==> src/rtl/rr_arbiter4.sv <==
// -----------------------------------------------------------------------------
// rr_arbiter4 -- four-requester round-robin arbiter with a per-grant hold limit.
//
// A requester keeps the resource for as long as it asserts its request. If it
// has held the resource for MAX_HOLD consecutive cycles while someone else is
// waiting, the grant is revoked and a one-cycle timeout pulse is raised. Every
// grant is followed by one dead cycle before the next arbitration. The search
// for the next winner starts just after the last granted index, which bounds
// the wait of any continuously requesting requester.
//
// Parameters
//   MAX_HOLD   consecutive grant cycles allowed while another request is
//              pending (2..255)
//   GNT_DELAY  simulation-only delay for grant updates; grants here update
//              with zero delay so simulation and synthesis agree
//
// Ports
//   clock      sole clock, all state changes on the rising edge
//   reset      synchronous, active-high
//   req[3:0]   request vector, bit i = requester i wants the resource
//   gnt[3:0]   registered grant, one-hot or all-zero
//   gnt_valid  registered, high exactly when gnt is nonzero
//   gnt_id     registered index of the granted requester (0 when idle)
//   timeout    registered one-cycle pulse when the hold limit revokes a grant
// -----------------------------------------------------------------------------
module rr_arbiter4 #(
  parameter int unsigned MAX_HOLD  = 8,
  parameter int unsigned GNT_DELAY = 0
) (
  input  logic       clock,
  input  logic       reset,
  input  logic [3:0] req,
  output logic [3:0] gnt,
  output logic       gnt_valid,
  output logic [1:0] gnt_id,
  output logic       timeout
);

  typedef enum logic [1:0] {
    IDLE    = 2'b00,
    GRANT   = 2'b01,
    HANDOFF = 2'b10
  } state_e;

  // hold_cnt saturates here; reaching it means MAX_HOLD cycles have elapsed.
  localparam logic [7:0] HOLD_LAST = 8'(MAX_HOLD - 1);

  // The grant delay is accepted so callers can keep their parameter lists,
  // but the register path is left undelayed.
  if (GNT_DELAY > 0) begin : g_gnt_delay_sim_only
  end

  state_e     state_q,     state_d;
  logic [1:0] owner_q,     owner_d;
  logic [1:0] last_q,      last_d;
  logic [7:0] hold_q,      hold_d;
  logic [3:0] gnt_q,       gnt_d;
  logic       gnt_valid_q, gnt_valid_d;
  logic [1:0] gnt_id_q,    gnt_id_d;
  logic       timeout_q,   timeout_d;

  // Rotating priority scan: candidate gi is last+gi+1 (mod 4), so candidate 3
  // wraps back onto last itself and the previous winner has lowest priority.
  logic [1:0] cand_idx [4];
  logic [3:0] cand_hit;
  logic [1:0] win_idx;
  logic [3:0] win_onehot;
  logic [3:0] owner_onehot;
  logic       any_req;
  logic       other_req;

  for (genvar gi = 0; gi < 4; gi++) begin : g_scan
    assign cand_idx[gi]     = last_q + 2'(gi + 1);
    assign cand_hit[gi]     = req[cand_idx[gi]];
    assign win_onehot[gi]   = (win_idx == 2'(gi));
    assign owner_onehot[gi] = (owner_q == 2'(gi));
  end

  always_comb begin
    win_idx = cand_idx[3];
    if (cand_hit[0]) begin
      win_idx = cand_idx[0];
    end else if (cand_hit[1]) begin
      win_idx = cand_idx[1];
    end else if (cand_hit[2]) begin
      win_idx = cand_idx[2];
    end
  end

  assign any_req   = |req;
  assign other_req = |(req & ~owner_onehot);

  always_comb begin
    state_d     = state_q;
    owner_d     = owner_q;
    last_d      = last_q;
    hold_d      = hold_q;
    gnt_d       = 4'b0000;
    gnt_valid_d = 1'b0;
    gnt_id_d    = 2'd0;
    timeout_d   = 1'b0;

    case (state_q)
      IDLE, HANDOFF: begin
        if (any_req) begin
          state_d     = GRANT;
          owner_d     = win_idx;
          last_d      = win_idx;
          hold_d      = 8'd0;
          gnt_d       = win_onehot;
          gnt_valid_d = 1'b1;
          gnt_id_d    = win_idx;
        end else begin
          state_d = IDLE;
        end
      end

      GRANT: begin
        if (!req[owner_q]) begin
          // Voluntary release wins over the hold limit: no timeout here.
          state_d = HANDOFF;
        end else if ((hold_q == HOLD_LAST) && other_req) begin
          state_d   = HANDOFF;
          timeout_d = 1'b1;
        end else begin
          // Keep the grant; a lone requester may sit at the limit forever.
          gnt_d       = gnt_q;
          gnt_valid_d = gnt_valid_q;
          gnt_id_d    = gnt_id_q;
          if (hold_q != HOLD_LAST) begin
            hold_d = hold_q + 8'd1;
          end
        end
      end

      default: begin
        // Corrupted encoding: recover to IDLE with every output low.
        state_d = IDLE;
        hold_d  = 8'd0;
      end
    endcase
  end

  always_ff @(posedge clock) begin
    if (reset) begin
      state_q     <= IDLE;
      owner_q     <= 2'd0;
      last_q      <= 2'd3;
      hold_q      <= 8'd0;
      gnt_q       <= 4'b0000;
      gnt_valid_q <= 1'b0;
      gnt_id_q    <= 2'd0;
      timeout_q   <= 1'b0;
    end else begin
      state_q     <= state_d;
      owner_q     <= owner_d;
      last_q      <= last_d;
      hold_q      <= hold_d;
      gnt_q       <= gnt_d;
      gnt_valid_q <= gnt_valid_d;
      gnt_id_q    <= gnt_id_d;
      timeout_q   <= timeout_d;
    end
  end

  assign gnt       = gnt_q;
  assign gnt_valid = gnt_valid_q;
  assign gnt_id    = gnt_id_q;
  assign timeout   = timeout_q;

endmodule

==> config.mk <==
export PLATFORM = sky130hd
export DESIGN_NAME = rr_arbiter4
export DESIGN_NICKNAME = d
export VERILOG_FILES = /design/src/rtl/rr_arbiter4.sv
export SDC_FILE = /design/constraint.sdc
export NUM_CORES = 1
export LEC_CHECK = 0
export ABC_AREA = 1
export BUFFER_PORTS_ARGS = -buffer_cell sky130_fd_sc_hd__buf_2
export CAP_MARGIN = 20
export CORE_UTILIZATION = 35
export CTS_BUF_LIST = sky130_fd_sc_hd__clkbuf_8
export CTS_CLUSTER_SIZE = 28
export DETAILED_ROUTE_END_ITERATION = 8
export PLACE_DENSITY = 0.62
export SLEW_MARGIN = 0
export SYNTH_ARGS = -nofsm -noshare
export SYNTH_HDL_FRONTEND = slang
export SYNTH_SLANG_ARGS = --single-unit
==> constraint.sdc <==
create_clock -name clock -period 2.5 [get_ports clock]
set_input_delay 0.125 -clock clock [delete_from_list [all_inputs] [get_ports clock]]
set_output_delay 0.125 -clock clock [all_outputs]
set_load 0.02 [all_outputs]
==> results.py <==
metrics = {
    "clock_tree": {
        "cts_repair_resize_count": 0,
        "cts_buffers": 3,
        "holdBufCountCts": 0,
        "htree_num_levels": 1,
        "cts_tree": "built",
        "cts_sinks": 22,
        "path_clk_slew_ns": 0.08,
        "root_buffer": "clkbuf_8",
        "postCtsSetupBuffers": 0,
        "clockBufferDepth": 2,
        "clock_latency_ns": 0.27,
    },
    "global_routing": {
        "grt_max_degree": 20,
        "antenna_found_initial": 0,
        "overflow": 0,
        "grt_pass1_wl_mm": 5.17,
        "first_global_vias": 1142,
        "grt_usage": 0.161,
    },
    "placement": {
        "gp_congestion": 0.858,
        "placed_cells": 251,
        "placed_cell_area_mm2": 0.00141,
        "place_hpwl_mm": 2.10,
        "numPortBuffers": 13,
    },
    "critical_path": {
        "crit_path_cell_trace": "ha_1 -> nand2_2 -> nor4_4 -> o21ai_2 -> nand2_1 -> inv_2 -> nand2_1 -> a21oi_1",
        "crit_start": "hold_q[0]$_SDFFE_PP0P_",
        "arrival_ns": 1.82,
        "crit_path_end_kind": "register",
        "crit_slowest_cell": "dfxtp_1",
        "r2r-end": "gnt_valid$_SDFFE_PP0P_",
        "worstSetupStartpointType": "register",
        "r2r_start": "hold_q[0]$_SDFFE_PP0P_",
        "worst-r2r-setup-slack_ns": 0.82,
        "cp.required_ns": 2.65,
        "r2r_cells": 8,
        "cp_num_cells": 8,
        "path_delay_family": "simple AND/OR/NAND/NOR gates",
        "worstSetupEndpoint": "gnt_valid$_SDFFE_PP0P_",
        "worst-path-max-fanout": 6,
        "critPathBufInv": 1,
        "critical_path_class": "register to register",
        "cp_common_cell": "nand2_1",
        "max_stage_delay_ns": 0.37,
    },
    "logic_synthesis": {
        "synth-edff-count": 0,
        "synthFlopType": "dfxtp_1",
        "async_flop_share": 0,
        "ys_types": 27,
        "synthTopCellsByArea": "dfxtp_1 (34%), nand2_1 (18%), nand3_1 (8.4%)",
        "ys_seq_area_frac": 0.337,
        "synth.top_cell.area_share": 0.337,
        "ys_ff_latch": 22,
        "syn-num-nets": 203,
        "yosysTopAreaCell": "dfxtp_1",
        "syn_area_mm2": 0.00131,
        "synth_area_per_cell_um2": 6.68,
        "syn_inst": 196,
        "yosysWarningCount": 0,
    },
    "pwr": {
        "internal_power_mw": 0.743,
        "comb_power_share": 0.339,
        "power.leakage_nw": 0.683,
        "seqPwrFrac": 0.377,
        "switching_power_mw": 0.434,
        "swShare": 0.369,
        "vdd_drop_max_mv": 0.391,
        "p_clk_frac": 0.284,
        "power_density_mw_per_mm2": 794,
    },
    "detailed_routing": {
        "first_iter_violations": 52,
        "drt_first_pass_iters": 4,
        "drc_errors": 0,
        "routed_via_density": 4.83,
        "wl_per_cell_um": 11.3,
        "vias": 1232,
        "ant_nets": 0,
        "drt-total-wl_mm": 2.87,
    },
    "cells_and_area": {
        "finalNetCount": 217,
        "design_area_mm2": 0.00148,
        "drive_gt1_frac": 0.182,
        "fillers": 383,
        "multi_input_area_um2": 769,
        "antenna_cells": 0,
        "syn_to_final_growth_pct": 13.3,
        "finish.utilization": 0.427,
        "seqCellArea_um2": 440,
        "stdcell_count": 255,
    },
    "timing": {
        "rsz0062_at_grt": "false",
        "hold_ws_ns": 0.254,
        "max_freq_mhz": 597,
        "worst_pin_slew_ns": 0.408,
        "fin_crit_ns": 1.68,
        "relSlewSlack": 0.727,
        "finalHoldViolations": 0,
        "setup_viol_count_final": 0,
        "finalSetupTns_ns": 0,
        "slew_viol_final": 0,
        "fin_crit_sh": 0.671,
        "fin_skew_ns": 0.00495,
    },
    "worst_hold_path": {
        "min_path_type": "primary input to register",
    },
    "floorplanning": {
        "die_w_um": 63.2,
        "ioPinCount": 14,
        "num_rows": 21,
        "core_mm2": 0.00347,
        "dieHeight_um": 63.2,
        "die-area_mm2": 0.00399,
        "initial_core_util": 0.377,
    },
    "job": {
        "drv_cap": 0,
    },
    "run_status": {
        "outcome": "completed",
    },
}
cells by family after synthesis:
| group | after synthesis | share of synthesized area |
|---|---|---|
| flip-flops | 22 | 0.337 |
| buffers and inverters | 25 | 0.0755 |
| AND/OR/NAND/NOR | 114 | 0.403 |
| adder cells (fa/ha/maj) | 1 | 0.00956 |
| XOR/XNOR | 5 | 0.0335 |
| AO/OA/AOI/OAI | 29 | 0.141 |
layout make-up:
class	count	share of cell area
Tap cell	46	0.0388
Clock buffer	3	0.0278
Inverter	21	0.0532
Sequential cell	22	0.297
Multi-Input combinational cell	149	0.519
Timing Repair Buffer	13	0.0439
Clock inverter	1	0.0203
synth_stat cells (2+ instances only):
cell type / n
nand3_1: 22
o21ai_2: 3
o21ai_1: 2
nand4_1: 4
nor3_1: 3
nor2_1: 11
inv_2: 6
nand2_2: 4
inv_1: 15
a21oi_1: 17
nand2_1: 63
o211ai_1: 3
dfxtp_1: 22
clkbuf_1: 2
xor2_1: 5
nor2_2: 3
worst min path at each step:
stage	startpoint	to	slack [ns]	cells past startpoint
3_5_place_dp	gnt_id[1]$_SDFFE_PP0P_	gnt_id[1]$_SDFFE_PP0P_	0.45	2
4_1_cts	reset	state_q[0]$_SDFFE_PP0P_	0.26	2
6_report	reset	hold_q[6]$_SDFFE_PP0P_	0.25	2
5_1_grt	reset	gnt_id[0]$_SDFFE_PP0P_	0.26	2
3_3_place_gp	gnt_valid$_SDFFE_PP0P_	gnt_valid$_SDFFE_PP0P_	0.46	2
2_1_floorplan	reset	gnt_id[0]$_SDFFE_PP0P_	0.44	2
routing by layer:
| layer | global-route usage | up-vias | wire [µm] |
|---|---|---|---|
| li1 | - | 660 | - |
| met1 | 0.216 | 544 | 1550 |
| met2 | 0.255 | 26 | 1190 |
| met3 | 0.0435 | 2 | 120 |
| met4 | 0.0349 | 0 | 8 |
| met5 | 0 | - | 0 |
sequential cells by signal (all words and copies together) (netlist names):
signal / cells
owner_q: 2
state_q: 2
gnt: 4
gnt_id: 2
last_q: 2
timeout: 1
hold_q: 8
gnt_valid: 1
metrics by stage:
stage	setup WS (ns)	power (mW)
2_1_floorplan	1.02	0.760
3_3_place_gp	0.847	0.851
3_5_place_dp	0.843	0.849
4_1_cts	0.826	1.18
5_1_grt	0.649	1.26
6_report	0.824	1.18
cells in the final DEF (no fill, tap or decap), drive strengths merged:
cell type	Yosys	routed
nand2	67	67
nand3	23	23
dfxtp	22	22
inv	21	21
a21oi	18	18
nor2	15	15
buf	2	13
o21ai	6	6
xor2	5	5
nand4	4	4
o211ai	3	3
nor3	3	3
clkbuf	2	3
a21boi	1	1
or2	1	1
nor4	1	1
o2bb2ai	1	1
ha	1	1
bufinv	0	1
power by group through the flow:
stage	Sequential [mW]	Clock, mW	Combinational, mW
floorplan	0.466	0	0.294
finish	0.443	0.335	0.399
global route	0.452	0.355	0.454
detailed placement	0.450	0	0.398
global placement	0.452	0	0.399
CTS	0.443	0.340	0.400
Note: power is estimated with default switching activity, not from simulation.
